[config.mk]
export PLATFORM = sky130hd
export DESIGN_NAME = scarv_soc_bram_arbiter
export DESIGN_NICKNAME = d
export VERILOG_FILES = /design/src/rtl/scarv_soc_bram_arbiter.sv
export SDC_FILE = /design/constraint.sdc
export NUM_CORES = 1
export LEC_CHECK = 0
export CORE_AREA = 2 2 92 138
export CTS_BUF_LIST = sky130_fd_sc_hd__clkbuf_4
export CTS_CLUSTER_DIAMETER = 120
export DETAILED_ROUTE_END_ITERATION = 7
export DIE_AREA = 0 0 94 140
export GPL_TIMING_DRIVEN = 0
export HOLD_SLACK_MARGIN = 0.06
export PLACE_DENSITY = 0.82
export SLEW_MARGIN = 25
export SYNTH_ARGS = -nofsm -noshare
export SYNTH_HDL_FRONTEND = slang
export SYNTH_SLANG_ARGS = --single-unit
export TNS_END_PERCENT = 10
[constraint.sdc]
create_clock -name clka -period 2.5 [get_ports clka]
set_input_delay 0.625 -clock clka [delete_from_list [all_inputs] [get_ports clka]]
set_output_delay 0.625 -clock clka [all_outputs]
set_load 0.1 [all_outputs]
[src/rtl/scarv_soc_bram_arbiter.sv]
// scarv_soc_bram_arbiter
//   Round-robin arbiter that shares BRAM port A between two requesters:
//   r0 (instruction fetch) and r1 (data/DMA). Each requester has its own
//   valid/ready request and response channels and may have one transaction
//   outstanding. The BRAM returns read data one cycle after the access.
//   If a requester is not ready when that data arrives, the data is captured
//   in a per-requester hold register. The response then stays stable while
//   the other requester keeps using the BRAM.
module scarv_soc_bram_arbiter #(
   parameter  int unsigned DEPTH = 1024,
   localparam int unsigned LW    = $clog2(DEPTH)
) (
   input  logic          clka,
   input  logic          rsta,

   input  logic          req0_valid,
   output logic          req0_ready,
   input  logic [LW-1:0] req0_addr,
   input  logic [3:0]    req0_wstrb,
   input  logic [31:0]   req0_wdata,
   output logic          rsp0_valid,
   input  logic          rsp0_ready,
   output logic [31:0]   rsp0_rdata,

   input  logic          req1_valid,
   output logic          req1_ready,
   input  logic [LW-1:0] req1_addr,
   input  logic [3:0]    req1_wstrb,
   input  logic [31:0]   req1_wdata,
   output logic          rsp1_valid,
   input  logic          rsp1_ready,
   output logic [31:0]   rsp1_rdata,

   output logic          bram_ena,
   output logic [3:0]    bram_wea,
   output logic [LW-1:0] bram_addra,
   output logic [31:0]   bram_dina,
   input  logic [31:0]   bram_douta
);

   // Per-requester views of the ports, indexed by requester number.
   logic [1:0]           req_valid;
   logic [1:0][LW-1:0]   req_addr;
   logic [1:0][3:0]      req_wstrb;
   logic [1:0][31:0]     req_wdata;
   logic [1:0]           rsp_ready;
   logic [1:0]           rsp_valid;
   logic [1:0][31:0]     rsp_rdata;

   logic [1:0]           elig;
   logic [1:0]           want;
   logic [1:0]           grant;

   // Registered state.
   //   pend : transaction outstanding.
   //   live : response is on bram_douta this cycle.
   //   held : response is parked in the hold register.
   //   last : the requester granted most recently (1 means r1).
   logic [1:0]           pend_q, pend_d;
   logic [1:0]           live_q, live_d;
   logic [1:0]           held_q, held_d;
   logic [1:0][31:0]     hold_q, hold_d;
   logic                 last_q, last_d;

   // Gather the port signals into indexed vectors.
   always_comb begin
      req_valid = {req1_valid, req0_valid};
      req_addr  = {req1_addr,  req0_addr};
      req_wstrb = {req1_wstrb, req0_wstrb};
      req_wdata = {req1_wdata, req0_wdata};
      rsp_ready = {rsp1_ready, rsp0_ready};
   end

   // Response channels. The hold register takes priority over the live
   // BRAM data. All responses are forced to 0 while reset is asserted.
   always_comb begin
      rsp_valid = '0;
      rsp_rdata = '0;
      for (int unsigned i = 0; i < 2; i++) begin
         if (!rsta) begin
            rsp_valid[i] = live_q[i] | held_q[i];
            if (held_q[i]) begin
               rsp_rdata[i] = hold_q[i];
            end else if (live_q[i]) begin
               rsp_rdata[i] = bram_douta;
            end
         end
      end
   end

   // Eligibility and round-robin grant. A requester whose response is
   // consumed this cycle may issue again at once, so rsp_ready feeds
   // req_ready combinationally. On contention the requester that was not
   // granted last wins.
   always_comb begin
      elig  = '0;
      want  = '0;
      grant = '0;
      for (int unsigned i = 0; i < 2; i++) begin
         elig[i] = ~pend_q[i] | (rsp_valid[i] & rsp_ready[i]);
         want[i] = ~rsta & req_valid[i] & elig[i];
      end
      grant[0] = want[0] & (~want[1] |  last_q);
      grant[1] = want[1] & (~want[0] | ~last_q);
   end

   // Drive BRAM port A from the granted requester. All outputs are 0 when idle.
   always_comb begin
      bram_ena   = |grant;
      bram_wea   = '0;
      bram_addra = '0;
      bram_dina  = '0;
      if (grant[1]) begin
         bram_wea   = req_wstrb[1];
         bram_addra = req_addr[1];
         bram_dina  = req_wdata[1];
      end else if (grant[0]) begin
         bram_wea   = req_wstrb[0];
         bram_addra = req_addr[0];
         bram_dina  = req_wdata[0];
      end
   end

   // Scatter the indexed vectors back onto the ports.
   always_comb begin
      req0_ready = grant[0];
      req1_ready = grant[1];
      rsp0_valid = rsp_valid[0];
      rsp1_valid = rsp_valid[1];
      rsp0_rdata = rsp_rdata[0];
      rsp1_rdata = rsp_rdata[1];
   end

   // Next-state logic for the per-requester transaction tracking.
   always_comb begin
      last_d = last_q;
      pend_d = pend_q;
      live_d = grant;
      held_d = held_q;
      hold_d = hold_q;
      if (grant[0]) last_d = 1'b0;
      if (grant[1]) last_d = 1'b1;
      for (int unsigned i = 0; i < 2; i++) begin
         // Capture live data the requester did not take this cycle.
         if (live_q[i] && !rsp_ready[i]) begin
            held_d[i] = 1'b1;
            hold_d[i] = bram_douta;
         end
         if (held_q[i] && rsp_ready[i]) begin
            held_d[i] = 1'b0;
         end
         // A re-grant in the same cycle keeps the transaction pending.
         if (rsp_valid[i] && rsp_ready[i]) begin
            pend_d[i] = 1'b0;
         end
         if (grant[i]) begin
            pend_d[i] = 1'b1;
         end
      end
   end

   // State registers with synchronous reset. Reset makes r0 win first.
   always_ff @(posedge clka) begin
      if (rsta) begin
         pend_q <= '0;
         live_q <= '0;
         held_q <= '0;
         hold_q <= '0;
         last_q <= 1'b1;
      end else begin
         pend_q <= pend_d;
         live_q <= live_d;
         held_q <= held_d;
         hold_q <= hold_d;
         last_q <= last_d;
      end
   end

endmodule

; Word level (Yosys, flattened, before mapping)
; Index checks and enable logic that the tools add are counted.
[word_totals]
regBits = 71
in_bits = 130
out_inout_bits = 115
wordCells = 60
[classes]
mux = 18
bitwise = 20
reduce_logical = 14
[op_table]
columns = operator, count
row1 = $mux W32, 8
row2 = $mux W10, 2
row3 = $and A1 B1 Y1, 8
row4 = $mux W4, 2
row5 = $reduce_or A2 Y1, 4
row6 = $logic_and A1 B1 Y1, 6
row7 = $mux W1, 6
row8 = $not A1 Y1, 6
row9 = $or A1 B1 Y1, 6
row10 = $reduce_bool A2 Y1, 2
row11 = $logic_not A1 Y1, 2

; Depth between registers and ports, before layout
[logic_depth]
ltp_word = 10
depth_mapped = 6
ltp_nobuf = 3

; Worst setup path before layout
; Ideal clock, no wire load.
[synth_timing]
path_kind = input to output
from = input rsta
to = output bram_addra[0]
arrival_ps = 2622
required_time_ps = 1875
path_slack_ps = -747
path_stages = 5
path_buffers = 2
path_cell_list = buf_2 nand2b_4 a21o_1 buf_2 o32ai_2
[synth_between]
elab_chain_len = 9
word_cells_on_any_way = 19
classes_between = mux (4) / bitwise (15)
[synth_rtl]
columns = item, line_no
row1 = "start, declared", 14  ; input logic rsta,
row2 = $mux W1, 80  ; if (!rsta) begin
row3 = $and A1 B1 Y1, 100  ; elig[i] = ~pend_q[i] | (rsp_valid[i] & rsp_ready[i]);
row4 = $or A1 B1 Y1, 100
row5 = $and A1 B1 Y1, 101  ; want[i] = ~rsta & req_valid[i] & elig[i];
row6 = $not A1 Y1, 103  ; grant[0] = want[0] & (~want[1] | last_q);
row7 = $or A1 B1 Y1, 103
row8 = $and A1 B1 Y1, 103
row9 = $mux W10, 117  ; end else if (grant[0]) begin
row10 = $mux W10 *, 113  ; if (grant[1]) begin
row11 = "end, declared", 36  ; output logic [LW-1:0] bram_addra,
; Mark *: on every way between the ends. The rest lies on a longest branch, timed or not.

; Final worst setup path
[layout_timing]
from = register live_q[1]
to = output bram_dina[12]
[layout_between]
elab_chain_len = 10
word_cells_on_any_way = 11
classes_between = mux (3) / bitwise (8)
[layout_rtl]
columns = item, line_no
row1 = "start, declared", 60  ; logic [1:0] live_q, live_d;
row2 = "start signal, assigned", 172  ; live_q <= live_d;
row3 = $or A1 B1 Y1 *, 81  ; rsp_valid[i] = live_q[i] | held_q[i];
row4 = $mux W1 *, 80
row5 = $and A1 B1 Y1 *, 100
row6 = $or A1 B1 Y1 *, 100
row7 = $and A1 B1 Y1 *, 101
row8 = $not A1 Y1, 103
row9 = $or A1 B1 Y1, 103
row10 = $and A1 B1 Y1, 103
row11 = $mux W32, 117
row12 = $mux W32 *, 113
row13 = "end, declared", 37  ; output logic [31:0] bram_dina,
; Marked as above.

==> results.md <==
* Routed via count at 5701
* Share of flip-flops with an asynchronous set or reset at 0%
* Most used cell, CP: buf_12
* Vias/cell at 5.430
* Port bufs at 243
* Syn Nets at 756
* Slowest cell on the critical path: dfxtp_2
* Violated checks: setup timing
* Crit path from: live_q[1]$_SDFF_PP0_
* Post-Syn Instances at 626
* Hold Crit Class: primary input to flip-flop
* Setup TNS at -12.21 ns
* DP HPWL at 14610 um
* Cts bufs inserted at 9
* Starting DRC count in detailed routing at 190
* Synth Register Bits at 71
* DRC at 0
* DRT Wirelength at 19760 um
* WP buf/inv at 2
* Drt pass-1 iters at 5
* FF-to-FF setup slack at 0.99 ns
* Share of layout cells above drive strength 1 at 34.56%
* Worst-Margin Slew at 0.5858 ns
* LEAKAGE at 3.245 nW
* Final Cycle Share at 109.3%
* Clock Root Buffer: clkbuf_4
* DIE WIDTH at 94 um
* Largest delay share family, worst path: compound AO/OA/AOI/OAI gates
* Crit path capture type: primary output
* Critical path, cell by cell: o21a_4, o211a_4, buf_12, o32ai_4, buf_12
* Unique cell type count in the Yosys netlist at 26
* Number of antenna diodes at 0
* Starting density of the core at 41.15%
* Post-synth EDFFs at 0
* Gpl congestion at 0.8057
* Final hold vios at 0
* Grt ovf at 0
* CP Launch Type: flip-flop
* Worst skew pair latency at 0.45 ns
* RSZ-0062 raised after global routing: true
* Mapped cell area at 4920 um^2
* Synth Flop Type: dfxtp_1
* GRT Overall Usage at 29.52%
* IO Count at 245
* Initial antenna violation count at 0
* Ys Warns at 0
* Layout area overhead at 87.21%
* H-tree depth at 3
* Worst Path Arrival at 2.11 ns
* First-pass GRT wire length at 30790 um
* Clock skew at 0.01735 ns
* Max-slew violations at 0
* Final WS setup at -0.2331 ns
* Core footprint at 11960 um^2
* Max Clk Rate at 365.9 MHz
* CP max FO at 7
* Post-route ant nets at 0
* Max Cap Violations at 0
* Largest net degree at the start of global routing at 14
* Critical path capture point: bram_dina[12]
* Worst EP required at 1.88 ns
* FF-to-FF Start: live_q[1]$_SDFF_PP0_
* Dpl ws at -1.502 ns
* # rows at 49
* WP depth at 5
* Worst r2r path cells at 5
* Clock slew at reported path FFs at 0.13 ns
* Area of the die at 13160 um^2
* Sequential area share after synthesis at 28.89%
* Clock period minus worst slack at 2.733 ns
* Wire per inst at 18.82 um
* Power per cell area at 437.8 nW/um^2
* Syn_area_per_cell at 7.859 um^2
* VDD IR max at 0.4200 mV
* Nets at 1022
* Clk sinks at 71
* CTS tree: built
* Largest stage delay, worst path at 0.36 ns
* RR Endpoint: hold_q[34]$_SDFFE_PP0P_
* Die height at 140 um
* Crit Path Class: flip-flop to primary output
* Clk buf depth at 2
* Outcome: finished, violations left
* Vias in the first global route at 5892
* Setup violators final at 76
* Max-Slew Margin vs Limit at 61.13%
through the flow:
step / area (um^2) / cells / power, W / hold slack [ns] / utilization (%)
2_1_floorplan: 5633 / 626 / 0.002538 / 0.4360 / -
3_3_place_gp: 8257 / 1022 / 0.003041 / 0.4410 / 69.06
3_5_place_dp: 8257 / 1022 / 0.003070 / 0.4496 / 69.06
4_1_cts: 9168 / 1048 / 0.004023 / 0.4662 / 76.68
5_1_grt: 9210 / 1050 / 0.004166 / 0.3972 / 77.04
6_report: 9210 / 1050 / 0.004032 / 0.4027 / 77.04
where the power goes:
part / internal, W / leakage (nW) / switching, W
Clock: 0.000304 / 0.0700 / 0.000437
Combinational: 0.000785 / 2.60 / 0.00131
Sequential: 0.00117 / 0.579 / 0.0000259
registers in the layout, summed over array words and instances, names as in the netlist:
register and count:
live_q 2, pend_q 2, held_q 2, hold_q 64, last_q 1
cell usage after synthesis (2+ instances only):
| library cell | count | area share (%) |
|---|---|---|
| a21oi_1 | 64 | 6.5 |
| mux2i_1 | 64 | 13 |
| buf_6 | 8 | 1.8 |
| dfxtp_1 | 71 | 29 |
| o32ai_2 | 46 | 15 |
| nand2_1 | 130 | 9.9 |
| inv_1 | 51 | 3.9 |
| o211ai_1 | 46 | 7.0 |
| o21bai_1 | 2 | 0.31 |
| nor2b_1 | 2 | 0.25 |
| buf_2 | 28 | 2.8 |
| nor2_1 | 70 | 5.3 |
| a21o_1 | 2 | 0.31 |
| nand2b_1 | 2 | 0.25 |
| clkbuf_1 | 27 | 2.1 |
| buf_1 | 3 | 0.23 |
worst reg2reg max path, cell delays in order, from the launching register on:
cell      delay [ns]
dfxtp_2         0.36
buf_4           0.13
nand2b_1        0.21
clkbuf_1        0.42
nand2_1         0.13
a21oi_1         0.18
timing repair:
action / in CTS / in global routing
setup endpoints to repair: 115 / 83
hold buffers: 0 / 0
resized for setup: 814 / 29
buffers inserted: 8 / 2
cloned: 3 / 0
pin swaps: 24 / 10
cells by family (layout without fill, tap and decap cells):
kind of cell,after synthesis,in the layout,synth area share (%)
AO/OA/AOI/OAI,167,167,30.87
buffers and inverters,117,388,10.86
flip-flops,71,71,28.89
multiplexers,64,64,13.02
AND/OR/NAND/NOR,207,207,16.35
area by class of cell:
cell class | instances | area [um^2]
fill | 781 | 2745
clock inverter | 7 | 71.32
multi-input combinational | 438 | 3669
inverter | 51 | 191.4
tap | 153 | 191.4
clock buffer | 9 | 67.56
sequential | 71 | 1431
buffer | 65 | 564.3
timing repair buffer | 256 | 3024
cells in the final DEF, fill, tap and decap left out, types with 28 or more instances in the layout:
master and count:
a21oi_1 64, buf_12 60, buf_4 44, clkdlybuf4s15_2 28
clkdlybuf4s50_1 124, dfxtp_1 67, inv_1 51, mux2i_1 64
nand2_1 130, nor2_2 58, o211ai_1 46, o32ai_4 46
worst min path at each step:
stage,startpoint,end,cells past startpoint
floorplan,hold_q[0]$_SDFFE_PP0P_,hold_q[0]$_SDFFE_PP0P_,2
global placement,hold_q[32]$_SDFFE_PP0P_,hold_q[32]$_SDFFE_PP0P_,2
detailed placement,hold_q[58]$_SDFFE_PP0P_,hold_q[58]$_SDFFE_PP0P_,2
CTS,hold_q[41]$_SDFFE_PP0P_,hold_q[41]$_SDFFE_PP0P_,2
global route,rsp0_ready,held_q[0]$_SDFFE_PP0P_,2
finish,rsp0_ready,held_q[0]$_SDFFE_PP0P_,2
layer usage:
metal	track usage [%]	wire, um
met5	0	0
met4	13.04	781
met3	8.230	1722
met2	55.15	10520
met1	29.66	6740
Note: power is estimated with default switching activity, not from simulation.
